<file path="config.mk">
export PLATFORM = sky130hd
export DESIGN_NAME = fft_input_framer
export DESIGN_NICKNAME = d
export VERILOG_FILES = /design/src/rtl/fft_pkg.sv /design/src/rtl/fft_frame_bank.sv /design/src/rtl/fft_input_framer.sv
export SDC_FILE = /design/constraint.sdc
export NUM_CORES = 2
export LEC_CHECK = 0
export CAP_MARGIN = 5
export CORE_ASPECT_RATIO = 0.75
export CORE_UTILIZATION = 35
export DETAILED_ROUTE_END_ITERATION = 8
export PLACE_DENSITY = 0.52
export RECOVER_POWER = 50
export SYNTH_ARGS = -nofsm -noshare
export SYNTH_HDL_FRONTEND = slang
export SYNTH_SLANG_ARGS = --single-unit
</file>
<file path="constraint.sdc">
create_clock -name clk_100 -period 12.95 [get_ports clk_100]
set_input_delay 3.2375 -clock clk_100 [delete_from_list [all_inputs] [get_ports clk_100]]
set_output_delay 3.2375 -clock clk_100 [all_outputs]
set_load 0.1 [all_outputs]
</file>
<file path="src/rtl/fft_pkg.sv">
// Shared constants and helpers for the 32-point FFT datapath.
package fft_pkg;

  localparam int FFT_DATA_W   = 16;
  localparam int FFT_N_POINTS = 32;
  localparam int FFT_LOG2N    = 5;

  // Write-side state: filling the current bank, or waiting for it to drain
  typedef enum logic {
    W_FILL  = 1'b0,
    W_STALL = 1'b1
  } wr_state_e;

  // Bit-reversed sample index; shared with the output reorder stage
  function automatic logic [FFT_LOG2N-1:0] bitrev(input logic [FFT_LOG2N-1:0] k);
    logic [FFT_LOG2N-1:0] r;
    for (int b = 0; b < FFT_LOG2N; b++) begin
      r[b] = k[FFT_LOG2N-1-b];
    end
    return r;
  endfunction

endpackage

</file>
<file path="src/rtl/fft_frame_bank.sv">
// One frame of complex sample storage: single write port, whole-frame read.
module fft_frame_bank
  import fft_pkg::*;
#(
  parameter int DATA_W   = FFT_DATA_W,
  parameter int N_POINTS = FFT_N_POINTS,
  parameter int LOG2N    = FFT_LOG2N
) (
  input  logic                       clk_i,
  input  logic                       clr_i,
  input  logic                       we_i,
  input  logic [LOG2N-1:0]           addr_i,
  input  logic signed [DATA_W-1:0]   re_i,
  input  logic signed [DATA_W-1:0]   im_i,
  output logic [N_POINTS*DATA_W-1:0] frame_re_o,
  output logic [N_POINTS*DATA_W-1:0] frame_im_o
);

  logic signed [DATA_W-1:0] re_q [N_POINTS];
  logic signed [DATA_W-1:0] im_q [N_POINTS];

  // Slot storage: cleared as a whole, written one slot per beat
  always_ff @(posedge clk_i) begin
    if (clr_i) begin
      for (int s = 0; s < N_POINTS; s++) begin
        re_q[s] <= '0;
        im_q[s] <= '0;
      end
    end else if (we_i) begin
      re_q[addr_i] <= re_i;
      im_q[addr_i] <= im_i;
    end
  end

  // Flatten slots so slot s sits at bits [s*DATA_W +: DATA_W]
  always_comb begin
    frame_re_o = '0;
    frame_im_o = '0;
    for (int s = 0; s < N_POINTS; s++) begin
      frame_re_o[s*DATA_W +: DATA_W] = re_q[s];
      frame_im_o[s*DATA_W +: DATA_W] = im_q[s];
    end
  end

endmodule

</file>
<file path="src/rtl/fft_input_framer.sv">
// Serial-to-parallel ping-pong framer feeding FFT stage 1.
module fft_input_framer
  import fft_pkg::*;
#(
  parameter int DATA_W      = FFT_DATA_W,
  parameter int N_POINTS    = FFT_N_POINTS,
  parameter int LOG2N       = FFT_LOG2N,
  parameter int BIT_REVERSE = 1
) (
  input  logic                       clk_100,
  input  logic                       reset_all,
  input  logic                       in_valid,
  output logic                       in_ready,
  input  logic signed [DATA_W-1:0]   in_re,
  input  logic signed [DATA_W-1:0]   in_im,
  input  logic                       in_last,
  output logic                       frame_valid,
  input  logic                       frame_ready,
  output logic [N_POINTS*DATA_W-1:0] frame_re,
  output logic [N_POINTS*DATA_W-1:0] frame_im,
  output logic                       frame_err,
  output logic [7:0]                 frame_cnt
);

  logic [LOG2N-1:0] idx_q, idx_d;
  logic             wr_bank_q, wr_bank_d;
  logic             rd_bank_q, rd_bank_d;
  logic [1:0]       full_q, full_d;
  logic [7:0]       cnt_q, cnt_d;
  logic             err_q, err_d;
  wr_state_e        wr_state_q, wr_state_d;

  logic             accept, consume, last_slot;
  logic [LOG2N-1:0] wr_addr;
  logic [N_POINTS*DATA_W-1:0] bank_re [2];
  logic [N_POINTS*DATA_W-1:0] bank_im [2];

  assign in_ready    = (wr_state_q == W_FILL);
  assign frame_valid = full_q[rd_bank_q];
  assign frame_err   = err_q;
  assign frame_cnt   = cnt_q;

  assign accept    = in_valid & in_ready;
  assign consume   = frame_valid & frame_ready;
  assign last_slot = (idx_q == LOG2N'(N_POINTS-1));
  assign wr_addr   = (BIT_REVERSE != 0) ? bitrev(idx_q) : idx_q;

  fft_frame_bank #(.DATA_W(DATA_W), .N_POINTS(N_POINTS), .LOG2N(LOG2N)) u_bank0 (
    .clk_i      (clk_100),
    .clr_i      (reset_all),
    .we_i       (accept & ~wr_bank_q),
    .addr_i     (wr_addr),
    .re_i       (in_re),
    .im_i       (in_im),
    .frame_re_o (bank_re[0]),
    .frame_im_o (bank_im[0])
  );

  fft_frame_bank #(.DATA_W(DATA_W), .N_POINTS(N_POINTS), .LOG2N(LOG2N)) u_bank1 (
    .clk_i      (clk_100),
    .clr_i      (reset_all),
    .we_i       (accept & wr_bank_q),
    .addr_i     (wr_addr),
    .re_i       (in_re),
    .im_i       (in_im),
    .frame_re_o (bank_re[1]),
    .frame_im_o (bank_im[1])
  );

  // The bank being read only changes when it is consumed, so the frame stays stable
  assign frame_re = rd_bank_q ? bank_re[1] : bank_re[0];
  assign frame_im = rd_bank_q ? bank_im[1] : bank_im[0];

  // Next-state for both sides; completing one bank and draining the other can coincide
  always_comb begin
    idx_d     = idx_q;
    wr_bank_d = wr_bank_q;
    rd_bank_d = rd_bank_q;
    full_d    = full_q;
    cnt_d     = cnt_q;
    err_d     = 1'b0;

    if (consume) begin
      full_d[rd_bank_q] = 1'b0;
      rd_bank_d         = ~rd_bank_q;
      cnt_d             = cnt_q + 8'd1;
    end

    if (accept) begin
      if (last_slot) begin
        // A full count of beats always keeps the frame; a missing in_last is only flagged
        full_d[wr_bank_q] = 1'b1;
        wr_bank_d         = ~wr_bank_q;
        idx_d             = '0;
        err_d             = ~in_last;
      end else if (in_last) begin
        // Early in_last drops the partial frame; the same bank is refilled from slot 0
        idx_d = '0;
        err_d = 1'b1;
      end else begin
        idx_d = idx_q + 1'b1;
      end
    end

    // Ready is registered: a freed bank reopens the write side one cycle later
    wr_state_d = full_d[wr_bank_d] ? W_STALL : W_FILL;
  end

  // Control state registers with synchronous reset
  always_ff @(posedge clk_100) begin
    if (reset_all) begin
      idx_q      <= '0;
      wr_bank_q  <= 1'b0;
      rd_bank_q  <= 1'b0;
      full_q     <= 2'b00;
      cnt_q      <= 8'd0;
      err_q      <= 1'b0;
      wr_state_q <= W_FILL;
    end else begin
      idx_q      <= idx_d;
      wr_bank_q  <= wr_bank_d;
      rd_bank_q  <= rd_bank_d;
      full_q     <= full_d;
      cnt_q      <= cnt_d;
      err_q      <= err_d;
      wr_state_q <= wr_state_d;
    end
  end

endmodule

</file>
==> results.md <==
* Clock root buffer master: clkbuf_16
* Post-DP Area at ~99000 µm²
* Die width at 571 µm
* NetSw at roughly 4 mW
* PD cells at around 150 nW/µm²
* Sequential share of the synthesized area at 0.728
* Clock-pin slew on the worst setup and hold paths at 0.06 ns
* I/O pin count at ~1100
* GPL Wtd Cong at about 0.79
* Initial antenna violation count at 24
* Gate power share at 0.108
* Crit. End Element: register
* Leakage Power at approximately 35 nW
* Peak Freq at 0.0984 GHz
* Setup TNS at 0 ns
* Top-count cell post-synth: nor2_1
* Congestion Overflow GR at 0
* H-tree depth at 4
* VDD IR max at 99.8 µV
* CTS Buf Count at about 220
* Final Hold Viols at 0
* Vias per std cell at 5.19
* Reg2reg end: u_bank1.im_q[23][13]$_SDFFCE_PN0P_
* Fin area at 106000 µm²
* Syn. warnings at 0
* Cell Int Power at 11.4 mW
* DRT Wirelength at roughly 310 mm
* Critical path, cell by cell: buf_2, clkbuf_1, nor4b_1, nand2_1, buf_4, clkbuf_1, nor2_1
* Non-Filler Instances at 10400
* Met2 Usage GRT at 0.417
* CTS tree: yes
* Flops & latches, synth at 2067
* DP HPWL at 189 mm
* Antenna Violating Nets Remaining at 0
* Syn Nets at 6038
* WS Path Type: input port to register
* Post-layout net count at 7017
* Hold Crit Class: register to register
* Core Util, Final at 0.438
* Layout area overhead at 24.2%
* Initial core utilization at 0.352
* Number of flops mapped to enable cells by yosys at 2048
* Status: complete, but fails checks
* Synth cell types at 38
* Met1 usage at 0.323
* Seq pwr share at 0.497
* # hold bufs at CTS at 0
* Mapped Cells at 5992
* Critical-path top delay cell: clkbuf_1
* Hold_sp: full_q[1]$_SDFF_PP0_
* Syn Std Cell Area at roughly 85000 µm²
* Fillers at 21900
* Most used flip-flop cell after synthesis: edfxtp_1
* Ranking of synthesized cells by area: edfxtp_1 72%, mux2_2 14%, nor2_1 9.1%
* Vias at 53800
* Post-CTS sizing at 0
* Max-Cap Viols at 60
* Setup Skew at 0.0572 ns
* Critical-path maximum fanout at 63
* Area of the core at 241000 µm²
* Cell mode on critical path: clkbuf_1
* WHS Path Cells at 1
* Met3 Use GR at 0.0490
* # DRC at 0
* Vias in the first global route at around 52000
* Gr busiest metal: met2
* Max-slew headroom at -1.44
* WP buf/inv at 4
* Share of layout cells above drive strength 1 at 0.207
* GRT Total Usage at 0.249
* First-pass GRT wire length at around 430 mm
* Placed cell count at approximately 10000
* WHS Endpoint: rd_bank_q$_SDFFE_PP0N_
* Mean Syn Cell Area at 14.2 µm²
* Die ar. at about 240000 µm²
* Worst-Skew Late Latency at 0.88 ns
* R2R Setup Slk at 6.61 ns
* Minimum clock period at 10.16 ns
* Type of origin of the critical path: input port
* Avg WL per Cell at 30.2 µm
* Clock Path Buffers at 4
* FP Rows at 156
* Largest net degree at the start of global routing at 166
* Switching share of power at 0.263
* R2R depth at 6
* R2R Path Start: wr_bank_q$_SDFF_PP0_
* Final Cycle Share at 0.785
* RSZ-0062 raised after global routing: false
* Top delay family on crit path: buffers and inverters
* Slowest stage delay, CP at between 2 and 2.5 ns
* WP data required at 13.45 ns
* Initial DRT Pass Iterations at 6
* Final setup viols at 0
* Yosys top cell by area: edfxtp_1
* Violations in the final reports: max-capacitance violations, max-slew violations
* Power Total at 15.4 mW
* Synth top area share at 0.723
* Worst slew pin tran at between 3 and 4 ns
* Port Buffers at roughly 1100
* Top post-synthesis cells by count: 2057 x nor2_1, 2048 x edfxtp_1, 1025 x mux2_2
* Num Clock Sinks at around 2100
* First DRT Iteration DRCs at 5304
* Chip height at 429 µm
* Fin. max-slew vios at 2131
* Clock power frac at 0.395
* Post-CTS setup buffers at 0
* WP data arrival at 10.66 ns
* FFs w/ async S/R, synth at 0
==> per-stage QoR <==
step	hold WS, ns	setup slack (ns)
6_report	0.476	2.79
5_1_grt	0.509	2.45
4_1_cts	0.477	4.99
3_5_place_dp	0.464	4.83
3_3_place_gp	0.452	4.83
2_1_floorplan	0.446	5.97
==> layer usage <==
layer  share of wire  vias to the layer above
li1                -                    23100
met2            0.49                     2071
met1            0.41                    28200
met5               0                        -
met3           0.072                      403
met4           0.036                        0
==> worst max path at each step <==
stage	startpoint	cells past startpoint	to
after floorplan	reset_all	5	u_bank0.im_q[15][0]$_SDFFCE_PN0P_
after global placement	in_valid	7	u_bank1.im_q[23][11]$_SDFFCE_PN0P_
after detailed placement	in_valid	7	u_bank1.im_q[23][8]$_SDFFCE_PN0P_
after CTS	rd_bank_q$_SDFFE_PP0N_	4	frame_re[433]
after global routing	reset_all	7	u_bank0.im_q[18][6]$_SDFFCE_PN0P_
final	reset_all	7	u_bank0.im_q[18][12]$_SDFFCE_PN0P_
==> cell usage in the layout, fill, tap and decap left out, drive strengths merged, types with 4 or more instances in the layout <==
master,count
nand3,7
nor2b,6
clkbuf,333
nand2b,5
or4,4
nor2,2057
o31ai,4
a21o,40
mux2,1025
clkinv,73
diode,11
nand2,271
ha,9
inv,15
clkdlybuf4s50,1009
a21oi,11
edfxtp,2048
o21ai,28
buf,117
dfxtp,19
bufinv,17
==> cell families after synthesis <==
logic type      after synthesis  share of synthesized area
simple gates               2371                      0.106
mux                        1026                      0.136
fa+ha+maj                     9                    0.00132
xor+xnor                      2                   0.000206
flops                      2067                      0.728
compound gates               91                    0.00696
buf+inv                     426                     0.0213
==> final cells by class <==
cell class              count  area (µm²)  area share
inverters                   9        33.8    0.000320
repair buffers           1177       11200       0.106
clock buffers             284        5770      0.0547
well taps                3239        4050      0.0384
clock inverters            97         941     0.00891
flip-flops and latches   2067       61900       0.586
diodes                     11        27.5    0.000261
multi-input cells        3499       21600       0.205
==> registers in the layout, indices dropped and copies added (netlist names) <==
| register | cells |
|---|---|
| frame_cnt | 8 |
| frame_err | 1 |
| full_q | 2 |
| idx_q | 5 |
| rd_bank_q | 1 |
| u_bank0.im_q | 512 |
| u_bank0.re_q | 512 |
| u_bank1.im_q | 512 |
| u_bank1.re_q | 512 |
| wr_bank_q | 1 |
| wr_state_q | 1 |
==> power groups by stage <==
stage          Combinational (mW)  Clock (mW)  Sequential (mW)
2_1_floorplan                1.14           0             7.79
3_3_place_gp                 1.69           0             7.79
3_5_place_dp                 1.69           0             7.80
4_1_cts                      1.70        6.20             7.66
5_1_grt                      1.70        6.43             7.70
6_report                     1.67        6.10             7.67
No activity file was read; power rests on OpenSTA's default activity.
